--- src/rtl/irq_priority_arbiter_pkg.sv ---
// Shared types and helpers for the interrupt priority arbiter.
// Holds the acknowledge FSM state encoding and the rotating-rank function.
package irq_arbiter_pkg;

  typedef enum logic {
    ST_IDLE = 1'b0,
    ST_ACK1 = 1'b1
  } state_t;

  // Rank 0 is the highest priority; the level just above the lowest-priority pointer wins.
  function automatic int rank(input int level, input int lp, input int n);
    return (level - lp - 1 + n) % n;
  endfunction

endpackage

--- src/rtl/irq_priority_arbiter_if.sv ---
// Request/acknowledge/EOI bundle between the controller bus logic and the arbiter.
// master = register/bus side, slave = arbiter.
interface irq_priority_arbiter_if #(
  parameter int N_IRQ = 8
) ();
  localparam int ID_W = $clog2(N_IRQ);

  logic [N_IRQ-1:0] irr;
  logic [N_IRQ-1:0] imr;
  logic             inta;
  logic             eoi_valid;
  logic             eoi_specific;
  logic [ID_W-1:0]  eoi_level;
  logic             eoi_rotate;
  logic             setprio_valid;
  logic             aeoi;
  logic             aeoi_rotate;
  logic             int_req;
  logic [N_IRQ-1:0] isr;
  logic             vec_valid;
  logic [ID_W-1:0]  vec_id;
  logic             spurious;

  modport master (
    output irr, imr, inta, eoi_valid, eoi_specific, eoi_level, eoi_rotate,
           setprio_valid, aeoi, aeoi_rotate,
    input  int_req, isr, vec_valid, vec_id, spurious
  );

  modport slave (
    input  irr, imr, inta, eoi_valid, eoi_specific, eoi_level, eoi_rotate,
           setprio_valid, aeoi, aeoi_rotate,
    output int_req, isr, vec_valid, vec_id, spurious
  );
endinterface

--- src/rtl/irq_priority_arbiter_enc.sv ---
// Rotating priority encoder: returns the lowest-rank set bit of vec relative to
// the lowest-priority pointer lp.
module rot_prio_enc
  import irq_arbiter_pkg::*;
#(
  parameter int N_IRQ = 8,
  parameter int ID_W  = $clog2(N_IRQ)
) (
  input  logic [N_IRQ-1:0] vec,
  input  logic [ID_W-1:0]  lp,
  output logic             found,
  output logic [ID_W-1:0]  idx
);

  logic [ID_W-1:0] rank_of [N_IRQ];

  generate
    for (genvar gi = 0; gi < N_IRQ; gi++) begin : g_rank
      assign rank_of[gi] = ID_W'(rank(gi, int'(lp), N_IRQ));
    end
  endgenerate

  logic [ID_W-1:0] best_rank;

  always_comb begin
    found     = 1'b0;
    idx       = '0;
    best_rank = '0;
    for (int i = 0; i < N_IRQ; i++) begin
      if (vec[i] && (!found || rank_of[i] < best_rank)) begin
        found     = 1'b1;
        best_rank = rank_of[i];
        idx       = ID_W'(i);
      end
    end
  end

endmodule

--- src/rtl/irq_priority_arbiter.sv ---
// Priority resolver, two-pulse INTA sequencer and ISR/EOI tracker.
// Define IRQ_ARB_AEOI_EN to enable automatic EOI on the second INTA.
module irq_priority_arbiter
  import irq_arbiter_pkg::*;
#(
  parameter int N_IRQ = 8,
  localparam int ID_W = $clog2(N_IRQ)
) (
  input  logic clk,
  input  logic reset,
  irq_priority_arbiter_if.slave bus
);

  state_t           state_reg, state_next;
  logic [ID_W-1:0]  lp_reg, lp_next;
  logic [N_IRQ-1:0] isr_reg, isr_next, isr_set, isr_clr;
  logic             int_req_reg, int_req_next;
  logic             vec_valid_reg, vec_valid_next;
  logic [ID_W-1:0]  vec_id_reg, vec_id_next;
  logic             spurious_reg, spurious_next;
  logic [ID_W-1:0]  ack_id_reg, ack_id_next;
  logic             spur_pend_reg, spur_pend_next;

  logic             cand_found, nest_found, req_en, lvl_ok;
  logic [ID_W-1:0]  cand_idx, nest_idx;

  rot_prio_enc #(.N_IRQ(N_IRQ), .ID_W(ID_W)) u_cand (
    .vec(bus.irr & ~bus.imr), .lp(lp_reg), .found(cand_found), .idx(cand_idx)
  );

  rot_prio_enc #(.N_IRQ(N_IRQ), .ID_W(ID_W)) u_nest (
    .vec(isr_reg), .lp(lp_reg), .found(nest_found), .idx(nest_idx)
  );

  // Fully nested: only a strictly higher-priority request may interrupt service.
  assign req_en = cand_found &&
                  (!nest_found ||
                   rank(int'(cand_idx), int'(lp_reg), N_IRQ) < rank(int'(nest_idx), int'(lp_reg), N_IRQ));
  assign lvl_ok = int'(bus.eoi_level) < N_IRQ;

`ifndef IRQ_ARB_AEOI_EN
  logic unused_aeoi;
  assign unused_aeoi = bus.aeoi | bus.aeoi_rotate;
`endif

  always_comb begin
    state_next     = state_reg;
    lp_next        = lp_reg;
    isr_set        = '0;
    isr_clr        = '0;
    int_req_next   = 1'b0;
    vec_valid_next = 1'b0;
    vec_id_next    = vec_id_reg;
    spurious_next  = 1'b0;
    ack_id_next    = ack_id_reg;
    spur_pend_next = spur_pend_reg;

    if (bus.eoi_valid) begin
      if (bus.eoi_specific) begin
        if (lvl_ok) begin
          isr_clr[bus.eoi_level] = 1'b1;
          if (bus.eoi_rotate) lp_next = bus.eoi_level;
        end
      end else if (nest_found) begin
        isr_clr[nest_idx] = 1'b1;
        if (bus.eoi_rotate) lp_next = nest_idx;
      end
    end

    case (state_reg)
      ST_IDLE: begin
        if (bus.inta) begin
          state_next = ST_ACK1;
          if (cand_found) begin
            isr_set[cand_idx] = 1'b1;
            ack_id_next       = cand_idx;
            spur_pend_next    = 1'b0;
          end else begin
            ack_id_next    = ID_W'(N_IRQ - 1);
            spur_pend_next = 1'b1;
          end
        end else begin
          int_req_next = req_en;
        end
      end
      ST_ACK1: begin
        if (bus.inta) begin
          state_next     = ST_IDLE;
          vec_valid_next = 1'b1;
          vec_id_next    = ack_id_reg;
          spurious_next  = spur_pend_reg;
`ifdef IRQ_ARB_AEOI_EN
          if (bus.aeoi && !spur_pend_reg) begin
            isr_clr[ack_id_reg] = 1'b1;
            if (bus.aeoi_rotate) lp_next = ack_id_reg;
          end
`endif
        end
      end
      default: state_next = ST_IDLE;
    endcase

    if (bus.setprio_valid && lvl_ok) lp_next = bus.eoi_level;

    // A set from the first INTA overrides a same-cycle clear of that bit.
    isr_next = (isr_reg & ~isr_clr) | isr_set;
  end

  always_ff @(posedge clk or posedge reset) begin
    if (reset) begin
      state_reg     <= ST_IDLE;
      lp_reg        <= ID_W'(N_IRQ - 1);
      isr_reg       <= '0;
      int_req_reg   <= 1'b0;
      vec_valid_reg <= 1'b0;
      vec_id_reg    <= '0;
      spurious_reg  <= 1'b0;
      ack_id_reg    <= '0;
      spur_pend_reg <= 1'b0;
    end else begin
      state_reg     <= state_next;
      lp_reg        <= lp_next;
      isr_reg       <= isr_next;
      int_req_reg   <= int_req_next;
      vec_valid_reg <= vec_valid_next;
      vec_id_reg    <= vec_id_next;
      spurious_reg  <= spurious_next;
      ack_id_reg    <= ack_id_next;
      spur_pend_reg <= spur_pend_next;
    end
  end

  assign bus.int_req   = int_req_reg;
  assign bus.isr       = isr_reg;
  assign bus.vec_valid = vec_valid_reg;
  assign bus.vec_id    = vec_id_reg;
  assign bus.spurious  = spurious_reg;

endmodule

--- src/flat_wrapper.sv ---
// flat-port wrapper written by rule: the top's interface ports become plain ports
module irq_priority_arbiter_flat import irq_arbiter_pkg::*;
#(
  parameter int N_IRQ = 8,
  localparam int ID_W = $clog2(N_IRQ)
)
  (clk, reset, bus_irr, bus_imr, bus_inta, bus_eoi_valid, bus_eoi_specific, bus_eoi_level, bus_eoi_rotate, bus_setprio_valid, bus_aeoi, bus_aeoi_rotate, bus_int_req, bus_isr, bus_vec_valid, bus_vec_id, bus_spurious);
  irq_priority_arbiter_if #(.N_IRQ(N_IRQ)) bus_i ();
  input  logic clk;
  input  logic reset;
  input wire logic [$bits(bus_i.irr)-1:0] bus_irr;
  input wire logic [$bits(bus_i.imr)-1:0] bus_imr;
  input wire logic [$bits(bus_i.inta)-1:0] bus_inta;
  input wire logic [$bits(bus_i.eoi_valid)-1:0] bus_eoi_valid;
  input wire logic [$bits(bus_i.eoi_specific)-1:0] bus_eoi_specific;
  input wire logic [$bits(bus_i.eoi_level)-1:0] bus_eoi_level;
  input wire logic [$bits(bus_i.eoi_rotate)-1:0] bus_eoi_rotate;
  input wire logic [$bits(bus_i.setprio_valid)-1:0] bus_setprio_valid;
  input wire logic [$bits(bus_i.aeoi)-1:0] bus_aeoi;
  input wire logic [$bits(bus_i.aeoi_rotate)-1:0] bus_aeoi_rotate;
  output wire logic [$bits(bus_i.int_req)-1:0] bus_int_req;
  output wire logic [$bits(bus_i.isr)-1:0] bus_isr;
  output wire logic [$bits(bus_i.vec_valid)-1:0] bus_vec_valid;
  output wire logic [$bits(bus_i.vec_id)-1:0] bus_vec_id;
  output wire logic [$bits(bus_i.spurious)-1:0] bus_spurious;
  assign bus_i.irr = bus_irr;
  assign bus_i.imr = bus_imr;
  assign bus_i.inta = bus_inta;
  assign bus_i.eoi_valid = bus_eoi_valid;
  assign bus_i.eoi_specific = bus_eoi_specific;
  assign bus_i.eoi_level = bus_eoi_level;
  assign bus_i.eoi_rotate = bus_eoi_rotate;
  assign bus_i.setprio_valid = bus_setprio_valid;
  assign bus_i.aeoi = bus_aeoi;
  assign bus_i.aeoi_rotate = bus_aeoi_rotate;
  assign bus_int_req = bus_i.int_req;
  assign bus_isr = bus_i.isr;
  assign bus_vec_valid = bus_i.vec_valid;
  assign bus_vec_id = bus_i.vec_id;
  assign bus_spurious = bus_i.spurious;
  irq_priority_arbiter #(.N_IRQ(N_IRQ)) u_core (.clk(clk), .reset(reset), .bus(bus_i));
endmodule
--- config.mk ---
export PLATFORM = sky130hd
export DESIGN_NAME = irq_priority_arbiter_flat
export DESIGN_NICKNAME = d
export VERILOG_FILES = /design/src/rtl/irq_priority_arbiter_pkg.sv /design/src/rtl/irq_priority_arbiter_if.sv /design/src/rtl/irq_priority_arbiter_enc.sv /design/src/rtl/irq_priority_arbiter.sv /design/src/flat_wrapper.sv
export SDC_FILE = /design/constraint.sdc
export NUM_CORES = 1
export LEC_CHECK = 0
export ABC_AREA = 1
export CORE_MARGIN = 8
export CORE_UTILIZATION = 57
export CTS_BUF_LIST = sky130_fd_sc_hd__clkbuf_16
export DETAILED_ROUTE_END_ITERATION = 10
export HOLD_SLACK_MARGIN = 0.1
export PLACE_DENSITY = 0.83
export SLEW_MARGIN = 25
export SYNTH_ARGS = -nofsm -noshare
export SYNTH_HDL_FRONTEND = slang
export SYNTH_SLANG_ARGS = --single-unit
--- constraint.sdc ---
create_clock -name clk -period 13.1 [get_ports clk]
set_clock_uncertainty 0.15 [all_clocks]
set_input_delay 2.62 -clock clk [delete_from_list [all_inputs] [get_ports clk]]
set_output_delay 2.62 -clock clk [all_outputs]
set_load 0.03 [all_outputs]
# Word-level counts from Yosys, hierarchy flattened
# Cells that the tools add are included.
# word_totals
regBits	22
latch_bits	0
ramBits	0
rom_bits	0
output_inout_bits	14
elab_cells	196
mem_count	0
# classes
n_addsub	30
multipliers	0
n_div	0
order_cmp	21
eq_ne	0
n_shift	0
mux	72
bitwise	8
reduce_logical	56
# ops
cell	count
3-bit two-way mux	33
32-bit by 5-bit adder with 32-bit output, second input constant	2
32-bit by 2-bit subtractor with 32-bit output, second input constant	2
8-bit two-way mux	6
3-bit < comparator	14
1-bit two-way mux	29
3-bit by 1-bit adder with 3-bit output, second input constant	8
3-bit by 2-bit subtractor with 3-bit output, second input constant	8
1-bit logical AND	18
8-bit AND	2
8-bit inverter	2
1-bit logical NOT	15
1-bit logical OR	15
3-bit by 4-bit < comparator with 1-bit output, second input constant	3
3-bit subtractor, first input constant	4
1-bit demux with 3-bit select	3
3-bit by 1-bit greater-or-equal comparator with 1-bit output, second input constant	3
8-bit OR	1
3-bit by 3-bit subtractor with 4-bit output	2
3-bit OR reduction	2
1-bit by 3-bit subtractor with 3-bit output, first input constant	2
2-bit by 3-bit subtractor with 3-bit output, first input constant	2
4-bit < comparator	1
2-bit AND reduction	2
6 further kinds	8

# Depth between registers and ports, before layout
# depth
depth_word	42
ltp_mapped	82
mapped_depth_nobuf	80

# By module
# A second synthesis with hierarchy kept.
# unflattened
cells_unflattened	484
hier_area_um2	3114.2
# modules_own_cells
mod	instances	cells_each	area_each_um2
irq_priority_arbiter	1	204	1560.2
rot_prio_enc	2	140	777.0

# Worst setup path before layout
# OpenSTA, ideal clock, no wires.
# synth_path
path_type	input to register
startpoint	input port bus_imr[0]
endpoint	register u_core.int_req_reg (netlist: u_core.bus.int_req)
setup_ps	101
t_arrival_ps	10622
required_ps	12849
setup_slack_ps	2227
cell_stages	66
n_path_buf	0
path_cell_list	inv_1 -> nand2_1 -> inv_1 -> nand2_1 -> ha_1 -> a21boi_1 -> nand2_1 -> nand2_1 -> nand2_1 -> nand3_2 -> inv_1 -> o21ai_0 -> ha_1 -> nand2_1 -> o21bai_1 -> nand2_1 -> nand2_1 -> nand2_2 -> [... 30 more ...] -> a31oi_1 -> nand2_1 -> nand2_1 -> nand2_2 -> nand2_4 -> nand2_2 -> inv_1 -> ha_1 -> inv_1 -> fa_1 -> inv_1 -> ha_1 -> xor2_1 -> o2111a_1 -> ha_1 -> o21ai_0 -> a31oi_1 -> nor4_1
# synth_via
elab_chain_cells	41
# synth_rtl
item	line_no	text
from (decl)	flat_wrapper.sv:12	input wire logic [$bits(bus_i.imr)-1:0] bus_imr;
8-bit inverter *	irq_priority_arbiter.sv:28	.vec(bus.irr & ~bus.imr), .lp(lp_reg), .found(cand_found), .idx(cand_idx)
8-bit AND *	irq_priority_arbiter.sv:28	
3-bit two-way mux / 1-bit two-way mux (equally long branches)	irq_priority_arbiter_enc.sv:30	if (vec[i] && (!found || rank_of[i] < best_rank)) begin
3-bit < comparator / 1-bit logical NOT (equally long branches)	irq_priority_arbiter_enc.sv:30	
1-bit logical OR	irq_priority_arbiter_enc.sv:30	
1-bit logical AND	irq_priority_arbiter_enc.sv:30	
3-bit two-way mux / 1-bit two-way mux (equally long branches)	irq_priority_arbiter_enc.sv:30	
3-bit < comparator / 1-bit logical NOT (equally long branches)	irq_priority_arbiter_enc.sv:30	
[... 26 more ...]	--	
3-bit OR reduction (no source line)	--	
1-bit AND (no source line)	--	
4-bit < comparator	irq_priority_arbiter.sv:38	rank(int'(cand_idx), int'(lp_reg), N_IRQ) < rank(int'(nest_idx), int'(lp_reg), N_IRQ));
1-bit logical OR	irq_priority_arbiter.sv:37	(!nest_found ||
1-bit logical AND *	irq_priority_arbiter.sv:36	assign req_en = cand_found &&
1-bit two-way mux *	irq_priority_arbiter.sv:72	if (bus.inta) begin
1-bit two-way mux *	irq_priority_arbiter.sv:70	case (state_reg)
named net u_core.int_req_next	irq_priority_arbiter.sv:17	logic int_req_reg, int_req_next;
to (signal assigned)	irq_priority_arbiter.sv:124	int_req_reg <= int_req_next;
to (decl)	irq_priority_arbiter.sv:17	
# The timed path passes the listed nets; every way through them passes the cells marked *.
# A chain may end at the register's enable or synchronous reset.

# Worst setup path in the final report
# layout_path
startpoint	input port bus_irr[0]
endpoint	register u_core.int_req_reg (netlist: u_core.bus.int_req)
# layout_via
elab_chain_cells	40
# layout_rtl
item	line_no	text
from (decl)	flat_wrapper.sv:11	input wire logic [$bits(bus_i.irr)-1:0] bus_irr;
8-bit AND *	irq_priority_arbiter.sv:28	
3-bit two-way mux / 1-bit two-way mux (equally long branches)	irq_priority_arbiter_enc.sv:30	
3-bit < comparator / 1-bit logical NOT (equally long branches)	irq_priority_arbiter_enc.sv:30	
1-bit logical OR	irq_priority_arbiter_enc.sv:30	
1-bit logical AND	irq_priority_arbiter_enc.sv:30	
3-bit two-way mux / 1-bit two-way mux (equally long branches)	irq_priority_arbiter_enc.sv:30	
3-bit < comparator / 1-bit logical NOT (equally long branches)	irq_priority_arbiter_enc.sv:30	
1-bit logical OR	irq_priority_arbiter_enc.sv:30	
[... 25 more ...]	--	
3-bit OR reduction (no source line)	--	
1-bit AND (no source line)	--	
4-bit < comparator	irq_priority_arbiter.sv:38	
1-bit logical OR	irq_priority_arbiter.sv:37	
1-bit logical AND *	irq_priority_arbiter.sv:36	
1-bit two-way mux *	irq_priority_arbiter.sv:72	
1-bit two-way mux *	irq_priority_arbiter.sv:70	
named net u_core.int_req_next	irq_priority_arbiter.sv:17	
# Marks and branches as above.

==> qor.yml <==
logic_synthesis:
  yosysSeqAreaShare_pct: 18.2
  syn_area_mm2: 0.00304
  syn_inst: 474
  synth_ff_type: "dfrtp_1"
  synth_edf_count: 0
  ys_seq_elements: 22
  syn_area_per_cell_um2: 6.42
  synthTopCellsByArea: "nand2_1, ha_1, dfrtp_1"
  synth.distinct_cells: 41
  yosys_warnings: 0
  ys_async_sr_fraction_pct: 100
  yosysTopAreaCell: "nand2_1"
  syn-num-nets: 547
  yosys.area.top_type_share_pct: 18.0
  yosysMostFrequentCell: "nand2_1"
  synth_common_cells: "nand2_1, inv_1, ha_1"
floorplanning:
  die_x_um: 89.1
  fp.dieH_um: 89.1
  placeableCoreArea_mm2: 0.00514
  pin_count: 42
  initial_utilization_pct: 59.2
  die_area_mm2: 0.00794
  num_rows: 26
setup_path:
  critical_path_depth: 71
  cp.buffers_inverters: 7
  arrival_ps: 11810
  start_kind: "primary input"
  crit_path_end: "u_core.bus.int_req"
  critPathTopFamily: "adder cells"
  rr_endpoint: "u_core.bus.int_req"
  r2r_setup_slack_ps: 2290
  end_kind: "flop"
  ff2ff_path_depth: 66
  critPathRequiredTime_ps: 13100
  r2r_start: "u_core.lp_reg[0]"
  max_stage_delay_ps: 510
  cp_max_fo: 8
  timing_worst_setup_path_type: "in2reg"
  crit_top_cell: "nand2_1"
  cp-startpoint: "bus_irr[0]"
  crit_path_top_delay_cell: "fa_1"
placement:
  dp_hpwl_um: 6150
  place_congestion: 0.865
  portBuffers: 39
clock_tree:
  clockBufferDepth: 2
  clock_latency_ps: 250
  clkTransAtPathRegs_ps: 60
  clock_sinks: 22
  h-tree-depth: 1
  cts_setup_buffers: 0
  root_buffer: "clkbuf_16"
  cts_tree: "done"
  cts_buffers: 3
route:
  first_iter_violations: 142
  first_pass_iters: 4
  vias: 3139
  drc: 0
  ant_nets: 0
  routed_wl_um: 7700
  via_per_inst: 5.39
  wl_per_cell_um: 13.2
min_path:
  hp-class: "reg2reg"
layout:
  regArea_um2: 554
  multi_input_area_mm2: 0.00216
  drive_above_1_share_pct: 8.40
  fill_cells: 467
  areaGrowthSynthToFinish_pct: 17.9
  largest_register_ffs: 8
  antennaDiodeCount: 0
  nNetsFinal: 586
sta:
  hold_violations: 0
  period_needed_ps: 11810
  relSlewSlack_pct: 42.0
  tns_ps: 0
  post-route-period-util_pct: 90.1
  maxSlewViolCount: 0
  clock.fmax_mhz: 84.7
  setup_viol: 0
  tightest_slew_ps: 870
  rsz0062_at_grt: "false"
global_route:
  grt_pass1_wl_um: 12900
  overflow: 0
  first_global_vias: 2986
  grt_usage_pct: 20.2
  antenna_found_initial: 0
  grt_max_degree: 23
job:
  max_cap_violations: 0
status:
  status: "complete, no violations"
through the flow:
stage               cell area, um2  util [%]  std cells  setup slack [ps]  hold WS [ps]
floorplan                     3040         -        474              2230           305
global placement              3480      67.8        578              1010           337
detailed placement            3480      67.8        578               871           340
CTS                           3590      69.8        582              1070           353
global route                  3590      69.8        582              58.2           372
finish                        3590      69.8        582              1290           351
layer usage:
layer | track usage, % | wire length [um] | up-vias | share of wire (%)
met3 | 0.919 | 266 | 14 | 3.5
met1 | 24.1 | 3480 | 1441 | 45
met4 | 7.85 | 162 | 0 | 2.1
li1 | - | - | 1607 | -
met2 | 37.0 | 3790 | 77 | 49
met5 | 0 | 0 | - | 0
kinds of logic (layout without fill, tap and decap cells):
kind of cell	count (synthesis)	after routing	share of synthesized area (%)
xor+xnor	7	7	2.01
buf+inv	81	119	10.8
compound gates	87	87	15.9
simple gates	230	230	33.4
fa+ha+maj	45	45	19.0
mux	2	2	0.740
flops	22	22	18.2
area by class of cell:
cell class / count / area share, %
clock inverter: 1 / 0.837
timing repair buffer: 39 / 10.9
clock buffer: 3 / 2.09
inverter: 76 / 8.09
multi-input combinational: 371 / 60.2
sequential: 22 / 15.4
tap: 70 / 2.44
how the worst min path moves through the flow:
stage                    startpoint                    to  slack, ps  depth (start not counted)
6_report           u_core.state_reg    u_core.bus.int_req        350                          1
3_5_place_dp   u_core.ack_id_reg[0]  u_core.ack_id_reg[0]        340                          2
5_1_grt            u_core.state_reg    u_core.bus.int_req        370                          1
3_3_place_gp       u_core.state_reg    u_core.bus.int_req        340                          1
2_1_floorplan  u_core.ack_id_reg[0]  u_core.ack_id_reg[0]        310                          2
4_1_cts            u_core.state_reg    u_core.bus.int_req        350                          1
what timing repair did:
action	CTS	global route
endpoints found under the setup margin	0	1
hold buffers	0	0
gates resized for setup	0	8
cells in the final DEF (no fill, tap or decap), types with 3 or more instances in the layout:
cell type | synthesis | routed
nand2_1 | 146 | 146
inv_1 | 70 | 70
ha_1 | 43 | 43
clkdlybuf4s50_1 | 0 | 39
nor2_1 | 30 | 30
o21ai_0 | 35 | 27
a21oi_1 | 25 | 25
dfrtp_1 | 19 | 19
o21ai_1 | 10 | 18
nand3_1 | 17 | 17
nand2_2 | 16 | 16
a31oi_1 | 5 | 5
nor2_2 | 4 | 4
xor2_1 | 4 | 4
nand4_1 | 4 | 4
nand2_4 | 3 | 3
xnor2_1 | 3 | 3
nor3_1 | 3 | 3
clkbuf_16 | 0 | 3
dfstp_2 | 3 | 3
worst register-to-register path: cells and delay by family (launching register included):
family	cells	cell delay, ps
AO/OA/AOI/OAI	14	2510
XOR/XNOR	2	530
flip-flops	1	780
adder cells (fa/ha/maj)	12	3520
buffers and inverters	7	610
AND/OR/NAND/NOR	31	2590
Power is not shown: default switching activity piles up to over one toggle a cycle in this logic, so the estimate is an artifact.
